### src/rtl/fact_pkg.sv
// fact_pkg: register map, control/status bit positions and FSM states of the factorial accelerator
package fact_pkg;

    localparam logic [1:0] ADDR_N      = 2'd0;
    localparam logic [1:0] ADDR_CTRL   = 2'd1;
    localparam logic [1:0] ADDR_STATUS = 2'd2;
    localparam logic [1:0] ADDR_RESULT = 2'd3;

    localparam int GO_BIT   = 0;
    localparam int IE_BIT   = 1;

    localparam int DONE_BIT = 0;
    localparam int ERR_BIT  = 1;
    localparam int BUSY_BIT = 2;

    typedef enum logic [1:0] {
        S_IDLE,
        S_MUL,
        S_DONE,
        S_ERR
    } state_t;

endpackage

### src/rtl/fact_mul_step.sv
// fact_mul_step: one full-width multiply of the running product by the counter, with overflow flag
module fact_mul_step #(
    parameter int W  = 32,
    parameter int NW = 4
) (
    input  logic [W-1:0]  prod,
    input  logic [NW-1:0] cnt,
    output logic [W-1:0]  nxt,
    output logic          ovf
);

    logic [2*W-1:0] full;

    assign full = (2*W)'(prod) * (2*W)'(cnt);
    assign nxt  = full[W-1:0];
    assign ovf  = |full[2*W-1:W];

endmodule

### src/rtl/fact_accel.sv
// fact_accel: memory-mapped iterative factorial engine with overflow detection, busy write-lock and interrupt
module fact_accel
    import fact_pkg::*;
#(
    parameter int W  = 32,
    parameter int NW = 4
) (
    input  logic          Clk,
    input  logic          Rst,
    input  logic [1:0]    A,
    input  logic          WE,
    input  logic [NW-1:0] WD,
    output logic [W-1:0]  RD,
    output logic          Irq
);

    state_t        st, nxt_st;
    logic [NW-1:0] n, cnt;
    logic [W-1:0]  prod, result, mul_nxt;
    logic          ie, ovf, busy, done, err, wr_ok, go, cnt_le1;

    fact_mul_step #(.W(W), .NW(NW)) u_step (
        .prod (prod),
        .cnt  (cnt),
        .nxt  (mul_nxt),
        .ovf  (ovf)
    );

    assign wr_ok   = WE && !busy;
    assign go      = wr_ok && A == ADDR_CTRL && WD[GO_BIT];
    assign cnt_le1 = cnt <= NW'(1);

    // state register
    always_ff @(posedge Clk or posedge Rst) begin
        if (Rst) st <= S_IDLE;
        else     st <= nxt_st;
    end

    // next state: GO is only honoured outside MUL; MUL ends on the last factor or an overflow
    always_comb begin
        nxt_st = st;
        if (st == S_MUL) nxt_st = cnt_le1 ? S_DONE : ovf ? S_ERR : S_MUL;
        else if (go)     nxt_st = S_MUL;
    end

    // status flags decoded from state, interrupt is level from the sticky flags
    always_comb begin
        busy = st == S_MUL;
        done = st == S_DONE;
        err  = st == S_ERR;
        Irq  = ie && (done || err);
    end

    // software-visible registers, all writes dropped while busy
    always_ff @(posedge Clk or posedge Rst) begin
        if (Rst) begin
            n  <= '0;
            ie <= 1'b0;
        end else if (wr_ok) begin
            if (A == ADDR_N)    n  <= WD;
            if (A == ADDR_CTRL) ie <= WD[IE_BIT];
        end
    end

    // datapath: load on GO, then multiply downward; result is published only on a clean finish
    always_ff @(posedge Clk or posedge Rst) begin
        if (Rst) begin
            cnt    <= '0;
            prod   <= '0;
            result <= '0;
        end else if (go) begin
            cnt    <= n;
            prod   <= W'(1);
            result <= '0;
        end else if (busy) begin
            if (cnt_le1) result <= prod;
            else if (!ovf) begin
                prod <= mul_nxt;
                cnt  <= cnt - NW'(1);
            end
        end
    end

    // read mux, combinational from the address
    always_comb begin
        RD = A == ADDR_N      ? W'(n) :
             A == ADDR_CTRL   ? W'({ie, 1'b0}) :
             A == ADDR_STATUS ? W'({busy, err, done}) : result;
    end

endmodule

### config.mk
export PLATFORM = sky130hd
export DESIGN_NAME = fact_accel
export DESIGN_NICKNAME = d
export VERILOG_FILES = /design/src/rtl/fact_pkg.sv /design/src/rtl/fact_mul_step.sv /design/src/rtl/fact_accel.sv
export SDC_FILE = /design/constraint.sdc
export NUM_CORES = 1
export LEC_CHECK = 0
export CAP_MARGIN = 10
export CORE_ASPECT_RATIO = 1.2
export CORE_UTILIZATION = 30
export DETAILED_ROUTE_END_ITERATION = 10
export PLACE_DENSITY = 0.56
export SLEW_MARGIN = 5
export SYNTH_ARGS = -nofsm -noshare
export SYNTH_HDL_FRONTEND = slang
export SYNTH_HIERARCHICAL = 1
export SYNTH_SLANG_ARGS = --single-unit
### constraint.sdc
create_clock -name Clk -period 5.2 [get_ports Clk]
set_input_delay 0.78 -clock Clk [delete_from_list [all_inputs] [get_ports Clk]]
set_output_delay 0.78 -clock Clk [all_outputs]
set_load 0.005 [all_outputs]
=== Yosys cells after proc, flatten, opt, wreduce, memory -nomap -nowiden ===
Index checks and enable logic that the tools add are counted.

* Bits in registers: 75
* Input bits: 9
* Logic and storage cells: 48

* Add/subtract/negate cells: 1
* $mul: 1
* Magnitude comparators: 1
* Equal/unequal tests: 7
* Mux-type cells: 18
* Reductions and logical operators: 14

{| class="wikitable"
|+ Operator list
! operator !! count
|-
| 32-bit 2-to-1 mux || 10
|-
| 32-bit by 4-bit multiplier with 36-bit output || 1
|-
| 4-bit 2-to-1 mux || 4
|-
| 2-bit 2-to-1 mux || 4
|-
| 2-bit == test, second input constant || 3
|-
| 2-bit AND reduction || 3
|-
| 2-bit by 1-bit == test with 1-bit output, second input constant || 2
|-
| 4-bit by 1-bit <= comparator with 1-bit output, second input constant || 1
|-
| 1-bit logical AND || 4
|-
| 2-bit nonzero test || 2
|-
| 4-bit OR reduction || 1
|-
| 4-bit by 1-bit subtractor with 4-bit output, second input constant || 1
|-
| 3-bit AND reduction || 1
|-
| 2-bit logical NOT || 1
|-
| 2-bit by 1-bit inequality test with 1-bit output, second input constant || 1
|-
| 2-bit inequality test, second input constant || 1
|-
| 1-bit logical NOT || 1
|-
| 1-bit logical OR || 1
|}

=== Longest topological paths before layout ===
Gate-level depths: netlist of the first run.

* Depth in word-level cells: 7
* Depth in mapped cells: 22
* Depth with buffers taken out: 18

=== Modules after synthesis ===
The synthesis of the first run kept the hierarchy.

{| class="wikitable"
|+ Modules (own cells, without submodules)
! module !! instances !! cells an instance !! area each (um2) !! seq. area each (um2)
|-
| fact_mul_step || 1 || 600 || 4389.2 || 0.0
|-
| fact_accel || 1 || 247 || 3136.8 || 1876.8
|}

=== Least setup slack after synthesis of the first run ===
Ideal clock, no wire load.

* Path type: register to register
* Start point: reg cnt[3]
* End point: reg prod[10]
* Setup time: 0.121 ns
* Arrival time: 5.077 ns
* Required time: 5.079 ns
* Path slack: 0.002 ns
* Cell stages (with the launch flop): 21
* Buffers on the path: 2
* Cells stage by stage: dfrtp_1 -> clkbuf_1 -> and2_1 -> fa_1 -> inv_1 -> fa_1 -> inv_1 -> ha_1 -> nand2_1 -> o21ai_1 -> a311oi_2 -> o41ai_2 -> a221oi_4 -> o31ai_2 -> mux2_4 -> or4_4 -> nor3b_2 -> o31a_2 -> nor2_2 -> buf_2 -> a22o_1

* Elaborated cells on any way between the ends: 10
* Classes of those cells: mul (1); order compare (1); eq/ne (2); mux (4); reduce/logical (2)

{| class="wikitable"
|+ RTL lines
! what !! line !! text
|-
| from (decl) || fact_accel.sv:18 || <nowiki>logic [NW-1:0] n, cnt;</nowiki>
|-
| from (signal assigned) || fact_accel.sv:72 || <nowiki>cnt <= n;</nowiki>
|-
| from (signal assigned) || fact_accel.sv:79 || <nowiki>cnt <= cnt - NW'(1);</nowiki>
|-
| 32-bit by 4-bit multiplier with 36-bit output || fact_mul_step.sv:14 || <nowiki>assign full = (2*W)'(prod) * (2*W)'(cnt);</nowiki>
|-
| 4-bit OR reduction || fact_mul_step.sv:16 || <nowiki>assign ovf = |full[2*W-1:W];</nowiki>
|-
| named net ovf || fact_accel.sv:20 || <nowiki>logic ie, ovf, busy, done, err, wr_ok, go, cnt_le1;</nowiki>
|-
| 2-bit by 1-bit inequality test with 1-bit output (no source line) || n/a ||
|-
| 3-bit AND reduction (no source line) || n/a ||
|-
| to (signal assigned) || fact_accel.sv:78 || <nowiki>prod <= mul_nxt;</nowiki>
|-
| to (decl) || fact_accel.sv:19 || <nowiki>logic [W-1:0] prod, result, mul_nxt;</nowiki>
|}

The timed path passes the listed nets, and every way through them passes these cells. The select of a mux whose other input is x is not followed.
A chain may end at the register's enable or synchronous reset.

=== Worst setup path after layout of the first run ===
* Start point: reg cnt[1]
* End point: reg cnt[2]

* Elaborated cells on any way between the ends: 11
* Classes of those cells: add/sub (1); mul (1); order compare (1); eq/ne (2); mux (4); reduce/logical (2)

{| class="wikitable"
|+ RTL lines
! what !! line
|-
| 32-bit by 4-bit multiplier with 36-bit output || fact_mul_step.sv:14
|-
| 4-bit OR reduction || fact_mul_step.sv:16
|-
| named net ovf || fact_accel.sv:20
|-
| 2-bit by 1-bit inequality test with 1-bit output (no source line) || n/a
|-
| 3-bit AND reduction (no source line) || n/a
|}

The timed path passes the listed nets, and every way through them passes these cells. The select of a mux whose other input is x is not followed.

==> flow_metrics.env, run 1 <==
export IMPL_status="finished clean"
export IMPL_fp_dieH_um=176
export IMPL_ant_nets=0
export IMPL_cp_max_fo=6
export IMPL_place_ws_ns=-0.208
export IMPL_syn_nets=958
export IMPL_worstSetupPathType="register to register"
export IMPL_clock_sinks=75
export IMPL_critPathLaunchType="register"
export IMPL_synth_edf_count=0
export IMPL_grt_pass1_vias=6733
export IMPL_row_count=63
export IMPL_top_layer_used="met4"
export IMPL_slowest_delay_ns=0.57
export IMPL_synth_seq_cells=75
export IMPL_yosys_top_cells_area="dfrtp_1 (25%), fa_1 (16%), and2_1 (8.2%)"
export IMPL_hold_buffers=0
export IMPL_drive_gt1_share_pct=21.8
export IMPL_maxSlewHeadroom_pct=52.2
export IMPL_syn_cell_area_sq_mm=0.00753
export IMPL_r2r_slack_ns=0.11
export IMPL_min_period_ns=5.09
export IMPL_setup_ws_ns=0.110
export IMPL_synthCells=847
export IMPL_maxCapViolations=0
export IMPL_fin_skew_ns=0.00648
export IMPL_finalSetupViolCount=0
export IMPL_io_pins=42
export IMPL_io_buffer_count=41
export IMPL_worst_pin_slew_ns=0.716
export IMPL_num_vias=6351
export IMPL_antenna_found_initial=0
export IMPL_slowest_stage="fa_2"
export IMPL_crit_chain="buf_6 > buf_4 > buf_4 > and2_4 > ha_4 > fa_2 > ha_4 > a211oi_4 > o211ai_2 > a311oi_2 > o41ai_4 > a221oi_4 > o31ai_4 > mux2_4 > or4_4 > nor3b_4 > o31a_2 > nor2_4 > buf_6 > a221oi_2"
export IMPL_start_util_pct=30.5
export IMPL_synth_cell_type_count=69
export IMPL_hold_class="register to register"
export IMPL_die_w_um=147
export IMPL_wl_per_cell_um=16.4
export IMPL_gr_usage_all_layers_pct=17.1
export IMPL_htreeDepth=3
export IMPL_post_route_period_util_pct=97.9
export IMPL_synth_ff_type="dfrtp_1"
export IMPL_insertedDiodeCount=0
export IMPL_area_delta_synth_final_pct=30.9
export IMPL_synth_seq_area_share_pct=24.9
export IMPL_grt_overflow=0
export IMPL_cts_clk_slew_worst_paths_ns=0.06
export IMPL_grt_max_degree=46
export IMPL_cts_root_buffer_cell="clkbuf_16"
export IMPL_critical_path_endpoint_type="register"
export IMPL_setup_tns_ns=0
export IMPL_dr_wl_met2_um=10700
export IMPL_hold_slack_ns=0.490
export IMPL_drt_first_pass_iters=4
export IMPL_synthTopCellsByCount="inv_1 (134), and2_1 (99), dfrtp_1 (75)"
export IMPL_drt_iter0_markers=255
export IMPL_fillCellCount=2452
export IMPL_met1_length_um=9610
export IMPL_netlist_area_leader_share_pct=24.9
export IMPL_cts_buffer_depth=2
export IMPL_hold_violations=0
export IMPL_yosys_warnings=6
export IMPL_wl_um=21200
export IMPL_yosysTopAreaCell="dfrtp_1"
export IMPL_cts_tree="built"
export IMPL_dp_hpwl_um=15800
export IMPL_core_area_sq_mm=0.0247
export IMPL_grt_pass1_wl_um=34800
export IMPL_die_area_sq_mm=0.0257
export IMPL_vias_per_cell=4.91
export IMPL_place_gp_congestion=0.886
export IMPL_avgSynthCellArea_sq_um=8.89
export IMPL_async_flop_share_pct=100
export IMPL_synth_most_common_cell="inv_1"
export IMPL_max_freq_ghz=0.196
export IMPL_clk_latency_ns=0.35
export IMPL_postPlaceCellArea_sq_mm=0.00887
export IMPL_fin_nets=1075
export IMPL_crit_arrival_ns=5.34
export IMPL_finalInstanceArea_sq_mm=0.00985
export IMPL_drv_slew=0
export IMPL_wl_met3_um=415
export IMPL_rsz0062_at_grt="yes"
export IMPL_worst_ep_required_time_ns=5.45
export IMPL_drcViolationCount=0
export IMPL_numCtsBuffers=9
## flip-flops by register name, summed over array words and instances, names as in the netlist
| signal | cells |
|---|---|
| prod | 32 |
| n | 4 |
| cnt | 4 |
| st | 2 |
| ie | 1 |
| result | 32 |
## path summary, 6_finish.rpt
path / depth (start not counted) / end / start
max reg2reg: 20 / cnt[2]$_DFFE_PP0P_ / cnt[1]$_DFFE_PP0P_
min: 1 / result[16]$_DFFE_PP0P_ / result[16]$_DFFE_PP0P_
min in group asynchronous: 2 / prod[5]$_DFFE_PP0P_ / Rst
max in group asynchronous: 3 / cnt[1]$_DFFE_PP0P_ / Rst
min reg2reg: 1 / result[16]$_DFFE_PP0P_ / result[16]$_DFFE_PP0P_
max: 20 / cnt[2]$_DFFE_PP0P_ / cnt[1]$_DFFE_PP0P_
## per-layer routing
layer	up-vias	global-route usage, %
met5	-	0
met4	0	5.64
met3	22	1.71
met2	106	30.3
met1	3168	21.8
li1	3055	-
## cell families (layout without fill, tap and decap cells)
kind of cell | after synthesis | after routing | synth area share [%]
adder cells (fa/ha/maj) | 102 | 102 | 22.9
flip-flops | 75 | 75 | 24.9
multiplexers | 9 | 9 | 1.51
AND/OR/NAND/NOR | 276 | 276 | 19.9
buffers and inverters | 174 | 296 | 8.99
AO/OA/AOI/OAI | 186 | 186 | 18.8
XOR/XNOR | 25 | 25 | 2.91
## final cells by class
type	instances	area [sq um]	share of cell area, %
Timing Repair Buffer	146	1310	13.2
Inverter	134	504	5.12
Sequential cell	75	1880	19.1
Tap cell	325	407	4.13
Clock inverter	7	116	1.18
Clock buffer	9	225	2.29
Multi-Input combinational cell	598	5420	55.0
## stage by stage
step	utilization [%]	instances
floorplan	-	847
global placement	36.0	1260
detailed placement	36.0	1260
CTS	38.6	1288
global route	39.9	1294
finish	39.9	1294
## layout by cell type, fill, tap and decap left out, types with 5 or more instances in the layout
| master | synthesis | routed |
|---|---|---|
| inv_1 | 134 | 129 |
| a21oi_1 | 37 | 30 |
| nor2b_1 | 6 | 5 |
| a22o_1 | 66 | 66 |
| mux2_2 | 5 | 5 |
| clkdlybuf4s50_1 | 0 | 41 |
| buf_4 | 0 | 93 |
| nor3_1 | 9 | 7 |
| nand3_1 | 17 | 16 |
| ha_1 | 42 | 20 |
| fa_1 | 60 | 59 |
| and3_1 | 31 | 31 |
| dfrtp_1 | 75 | 71 |
| and2_4 | 0 | 8 |
| nand2_1 | 59 | 54 |
| o21a_1 | 10 | 10 |
| ha_4 | 0 | 18 |
| clkbuf_16 | 0 | 10 |
| nor2_1 | 34 | 33 |
| xor2_1 | 7 | 7 |
| and2_1 | 99 | 91 |
| a21oi_2 | 1 | 6 |
| o21ai_0 | 19 | 19 |
| buf_12 | 0 | 5 |
| a21o_1 | 11 | 11 |
| buf_6 | 1 | 5 |
| xnor2_1 | 18 | 18 |
## worst max-delay path, delay by kind of cell (launching register included)
family                     cells  cell delay (ns)
adders and majority gates      3             0.95
buffers and inverters          4             0.54
DFF                            1             0.45
AOI/OAI and AO/OA              8             1.79
muxes                          1             0.30
and+or+nand+nor                4             0.95
## repair_timing
item / CTS / global route
setup endpoints to repair: 36 / 36
pin swaps: 18 / 33
cloned: 1 / 0
gates resized for setup: 35 / 63
buffers inserted: 11 / 7
Power of run 1 is not shown: default switching activity piles up to over one toggle a cycle in this logic, so the estimate is an artifact.
==> run 2, diff against run 1 <==
--- a/config.mk
+++ b/config.mk
@@ -7,6 +7,7 @@
 export LEC_CHECK = 0
 export CAP_MARGIN = 10
 export CORE_ASPECT_RATIO = 1.2
+export CORE_MARGIN = 8
 export CORE_UTILIZATION = 30
 export DETAILED_ROUTE_END_ITERATION = 10
 export PLACE_DENSITY = 0.56
==> run 2 against run 1 <==
  * Non-clock buffer count fell by 21
  * Routed wire length grew 0.51%
  * Sequential cell count stayed put
  * Final cell count is 1.6% lower
  * Final area shrank 4.3%
  * Global-route usage fell by 3.3 points
==> flow_metrics.env, run 2 (same netlist as run 1, synthesis figures left out) <==
export IMPL_place_ws_ns=-0.202
export IMPL_ant_nets=0
export IMPL_cp_max_fo=7
export IMPL_finalSetupViolCount=0
export IMPL_reg2reg_depth=20
export IMPL_top_regs="prod: 32 flops, result: 32 flops"
export IMPL_wl_um=21300
export IMPL_max_freq_ghz=0.194
export IMPL_start_util_pct=30.5
export IMPL_numCtsBuffers=9
export IMPL_clk_latency_ns=0.35
export IMPL_vdd_drop_max_mv=0.243
export IMPL_cts_buffer_depth=2
export IMPL_min_period_ns=5.16
export IMPL_dp_hpwl_um=15700
export IMPL_num_vias=6397
export IMPL_worst_pin_slew_ns=0.850
export IMPL_fin_skew_ns=0.00879
export IMPL_grt_pass1_wl_um=34000
export IMPL_area_delta_synth_final_pct=25.3
export IMPL_status="finished clean"
export IMPL_clock_sinks=75
export IMPL_drcViolationCount=0
export IMPL_grt_overflow=0
export IMPL_fillCellCount=2482
export IMPL_row_count=63
export IMPL_fp_dieH_um=190
export IMPL_worstSetupPathType="register to register"
export IMPL_die_w_um=161
export IMPL_final_common_cell="inv_1"
export IMPL_holdPathStages=1
export IMPL_setup_ws_ns=0.0375
export IMPL_cts_clk_slew_worst_paths_ns=0.06
export IMPL_finalInstanceArea_sq_mm=0.00943
export IMPL_crit_arrival_ns=5.42
export IMPL_fin_util_pct=38.2
export IMPL_drt_iter0_markers=362
export IMPL_worstReg2RegEnd="cnt[2]$_DFFE_PP0P_"
export IMPL_io_pins=42
export IMPL_antenna_found_initial=0
export IMPL_cts_root_buffer_cell="clkbuf_16"
export IMPL_wl_per_cell_um=16.8
export IMPL_critical_path_endpoint_type="register"
export IMPL_vias_per_cell=5.03
export IMPL_fin_nets=1054
export IMPL_maxCapViolations=0
export IMPL_rsz0062_at_grt="yes"
export IMPL_hold_class="register to register"
export IMPL_post_route_period_util_pct=99.3
export IMPL_worst_ep_required_time_ns=5.45
export IMPL_cts_tree="built"
export IMPL_critPathLaunchType="register"
export IMPL_place_gp_congestion=0.864
export IMPL_hold_path_end="result[5]$_DFFE_PP0P_"
export IMPL_io_buffer_count=41
export IMPL_core_area_sq_mm=0.0247
export IMPL_r2r_slack_ns=0.04
export IMPL_grt_pass1_vias=6606
export IMPL_insertedDiodeCount=0
export IMPL_cellLeakagePower_nw=4.70
export IMPL_drv_slew=0
export IMPL_hold_violations=0
export IMPL_maxSlewHeadroom_pct=43.3
export IMPL_postPlaceCellArea_sq_mm=0.00877
export IMPL_drive_gt1_share_pct=16.9
export IMPL_grt_max_degree=45
export IMPL_setup_tns_ns=0
export IMPL_hold_buffers=0
export IMPL_htreeDepth=3
export IMPL_layout_common_cells="inv_1 (132), and2_1 (98), buf_4 (76)"
export IMPL_drt_first_pass_iters=5
export IMPL_gr_usage_all_layers_pct=13.8
export IMPL_r2r_start="cnt[1]$_DFFE_PP0P_"
export IMPL_die_area_sq_mm=0.0304
export IMPL_powerDensity_mw_per_mm2=769
export IMPL_worstHoldStart="result[5]$_DFFE_PP0P_"
-- run 2: what timing repair did --
action	4_1_cts	5_1_grt
resized for setup	6	48
setup buffers	2	2
cloned	0	3
pin swaps	3	6
endpoints found under the setup margin	36	36
-- run 2: metal layers --
metal	vias up	global-route usage, %	routed length (um)
met4	0	5.72	514
met3	29	2.02	768
li1	3022	-	-
met1	3234	16.9	9350
met2	112	24.0	10700
met5	-	0	0
-- run 2: worst max-delay path by stage --
| stage | endpoint | slack [ns] | start |
|---|---|---|---|
| 2_1_floorplan | prod[10]$_DFFE_PP0P_ | 0.002 | cnt[3]$_DFFE_PP0P_ |
| 3_3_place_gp | prod[9]$_DFFE_PP0P_ | -0.05 | cnt[1]$_DFFE_PP0P_ |
| 3_5_place_dp | prod[21]$_DFFE_PP0P_ | -0.20 | cnt[1]$_DFFE_PP0P_ |
| 4_1_cts | prod[22]$_DFFE_PP0P_ | 0.006 | cnt[1]$_DFFE_PP0P_ |
| 5_1_grt | prod[22]$_DFFE_PP0P_ | -0.10 | cnt[1]$_DFFE_PP0P_ |
| 6_report | cnt[2]$_DFFE_PP0P_ | 0.04 | cnt[1]$_DFFE_PP0P_ |
-- run 2: metrics by stage --
| stage | hold WS (ns) | std cells | power (mW) |
|---|---|---|---|
| after floorplan | 0.458 | 847 | 4.41 |
| after global placement | 0.474 | 1250 | 5.99 |
| after detailed placement | 0.473 | 1250 | 6.04 |
| after CTS | 0.494 | 1268 | 6.78 |
| after global routing | 0.507 | 1273 | 7.95 |
| final | 0.490 | 1273 | 7.25 |
-- run 2: area by class of cell --
class                           instances  area [sq um]  share of cell area [%]
Multi-Input combinational cell        598          5230                    55.4
Clock inverter                          5          52.6                   0.557
Tap cell                              325           407                    4.31
Clock buffer                           11           243                    2.57
Timing Repair Buffer                  125          1120                    11.8
Sequential cell                        75          1880                    20.0
Inverter                              134           504                    5.35
-- run 2: worst max-delay path: stages (launching register included) --
cell,delay (ns)
dfrtp_2,0.44
buf_6,0.14
and2_1,0.15
fa_1,0.53
inv_1,0.05
fa_1,0.47
inv_1,0.07
ha_4,0.18
a21oi_4,0.19
o211ai_2,0.14
a311oi_2,0.40
o41ai_4,0.12
a221oi_4,0.31
o31ai_4,0.12
mux2_4,0.30
or4_4,0.54
nor3b_4,0.20
o31a_2,0.23
nor2_4,0.09
buf_4,0.16
a221oi_2,0.24
-- run 2: power breakdown --
part	internal (mW)	switching (mW)	leakage, nW
combinational	2.62	2.92	3.57
sequential	0.821	0.249	0.975
clock	0.383	0.267	0.145
total	3.82	3.43	4.70
Power figures use the tool's default switching activity.
==> run 3, diff against run 2 <==
--- a/config.mk
+++ b/config.mk
@@ -8,9 +8,9 @@
 export CAP_MARGIN = 10
 export CORE_ASPECT_RATIO = 1.2
 export CORE_MARGIN = 8
-export CORE_UTILIZATION = 30
+export CORE_UTILIZATION = 40
 export DETAILED_ROUTE_END_ITERATION = 10
-export PLACE_DENSITY = 0.56
+export PLACE_DENSITY = 0.68
 export SLEW_MARGIN = 5
 export SYNTH_ARGS = -nofsm -noshare
 export SYNTH_HDL_FRONTEND = slang
==> run 3 against run 2 <==
  * Highest routed layer unchanged
  * Via count decreased by 0.58%
  * Critical endpoint is now prod[20]$_DFFE_PP0P_
  * Critical path depth decreased by 1
  * Routed wire length is 5.2% lower
  * First-iteration DRC count increased by 9.4%
==> flow_metrics.env, run 3 (same netlist as run 1, synthesis figures left out) <==
export IMPL_antenna_found_initial=0
export IMPL_grt_pass1_vias=6732
export IMPL_wl_per_cell_um=16.8
export IMPL_clock_sinks=75
export IMPL_drt_first_pass_iters=6
export IMPL_drive_gt1_share_pct=16.3
export IMPL_dp_hpwl_um=15000
export IMPL_worst_pin_slew_ns=0.821
export IMPL_grt_pass1_wl_um=33500
export IMPL_fin_util_pct=49.8
export IMPL_ant_nets=0
export IMPL_grt_overflow=0
export IMPL_cts_buffer_depth=2
export IMPL_num_vias=6360
export IMPL_gr_usage_all_layers_pct=17.7
export IMPL_row_count=55
export IMPL_cp_max_fo=7
export IMPL_insertedDiodeCount=0
export IMPL_hold_buffers=0
export IMPL_status="finished clean"
export IMPL_grt_max_degree=48
export IMPL_post_route_period_util_pct=99.5
export IMPL_layout_cells_non_filler=1206
export IMPL_final_common_cell="inv_1"
export IMPL_hold_violations=0
export IMPL_min_period_ns=5.17
export IMPL_critical_path_endpoint_type="register"
export IMPL_max_freq_ghz=0.193
export IMPL_critPathLaunchType="register"
export IMPL_clk_latency_ns=0.34
export IMPL_dp_cells=1179
export IMPL_worst_ep_required_time_ns=5.43
export IMPL_layout_common_cells="inv_1 (132), and2_1 (98), buf_4 (79)"
export IMPL_rsz0062_at_grt="yes"
export IMPL_maxSlewHeadroom_pct=45.2
export IMPL_io_buffer_count=41
export IMPL_numCtsBuffers=9
export IMPL_wl_um=20200
export IMPL_cts_root_buffer_cell="clkbuf_16"
export IMPL_maxCapViolations=0
export IMPL_r2r_slack_ns=0.03
export IMPL_fp_dieH_um=166
export IMPL_start_util_pct=40.4
export IMPL_die_w_um=141
export IMPL_cts_tree="built"
export IMPL_cts_clk_slew_worst_paths_ns=0.06
export IMPL_regArea_sq_mm=0.00188
export IMPL_top_regs="prod: 32 flops, result: 32 flops"
export IMPL_fin_nets=1057
export IMPL_finalSetupViolCount=0
export IMPL_worstSetupPathType="register to register"
export IMPL_crit_arrival_ns=5.40
export IMPL_area_delta_synth_final_pct=23.4
export IMPL_place_gp_congestion=0.918
export IMPL_io_pins=42
export IMPL_fillCellCount=1721
export IMPL_htreeDepth=3
export IMPL_multi_input_area_sq_mm=0.00518
export IMPL_hold_class="register to register"
export IMPL_core_area_sq_mm=0.0186
export IMPL_setup_tns_ns=0
export IMPL_vias_per_cell=5.27
export IMPL_drcViolationCount=0
export IMPL_drt_iter0_markers=396
export IMPL_fin_skew_ns=0.00947
export IMPL_drv_slew=0
export IMPL_die_area_sq_mm=0.0235
run 3: cell types whose count changed in the layout (fill, tap and decap cells not counted), sizes merged:
cell,change
clkbuf,-1
bufinv,-1
buf,+4
run 3: final cells by class:
| type | count | share of cell area (%) |
|---|---|---|
| Inverter | 134 | 5.43 |
| Multi-Input combinational cell | 598 | 55.8 |
| Sequential cell | 75 | 20.2 |
| Tap cell | 256 | 3.45 |
| Timing Repair Buffer | 128 | 12.1 |
| Clock buffer | 11 | 2.72 |
| Clock inverter | 4 | 0.283 |
run 3: path summary, 6_finish.rpt:
path / to / from / cells past startpoint
hold reg to reg: result[11]$_DFFE_PP0P_ / result[11]$_DFFE_PP0P_ / 1
max in group asynchronous: cnt[2]$_DFFE_PP0P_ / Rst / 3
setup / recovery: prod[20]$_DFFE_PP0P_ / cnt[1]$_DFFE_PP0P_ / 19
hold / removal: result[11]$_DFFE_PP0P_ / result[11]$_DFFE_PP0P_ / 1
setup reg to reg: prod[20]$_DFFE_PP0P_ / cnt[1]$_DFFE_PP0P_ / 19
min in group asynchronous: result[4]$_DFFE_PP0P_ / Rst / 2
run 3: layer usage:
metal / global-route usage (%) / vias to the layer above / part of all wire [%] / wire, um
met4: 7.82 / 0 / 2.6 / 532
met3: 2.39 / 40 / 4.3 / 872
met2: 31.1 / 143 / 51 / 10300
met1: 20.9 / 3146 / 42 / 8490
met5: 0 / - / 0 / 0
li1: - / 3031 / - / -
run 3: critical path, stage by stage, from the launching register on:
cell	delay, ns
dfrtp_2	0.40
buf_6	0.13
nand2_4	0.04
fa_1	0.54
inv_1	0.06
fa_2	0.57
ha_4	0.22
a211oi_4	0.26
o211ai_2	0.14
a311oi_2	0.40
o41ai_4	0.12
a221oi_4	0.32
o31ai_4	0.12
mux2_4	0.30
or4_4	0.53
nor3b_4	0.23
o31a_4	0.22
nor2_4	0.09
clkbuf_16	0.19
a22o_1	0.18
run 3: per-stage QoR:
stage	worst slack, ns	hold slack (ns)	cell area [sq um]
4_1_cts	-0.0141	0.495	9090
5_1_grt	-0.147	0.507	9290
3_3_place_gp	-0.0218	0.475	8670
6_report	0.0280	0.492	9290
2_1_floorplan	0.00192	0.458	7530
3_5_place_dp	-0.132	0.473	8670
run 3: what timing repair did:
action	4_1_cts	5_1_grt
gates cloned	0	1
endpoints found under the setup margin	35	36
pin swaps	9	8
resized for setup	19	27
buffers inserted	7	5
Power of run 3 is left out for the same reason.
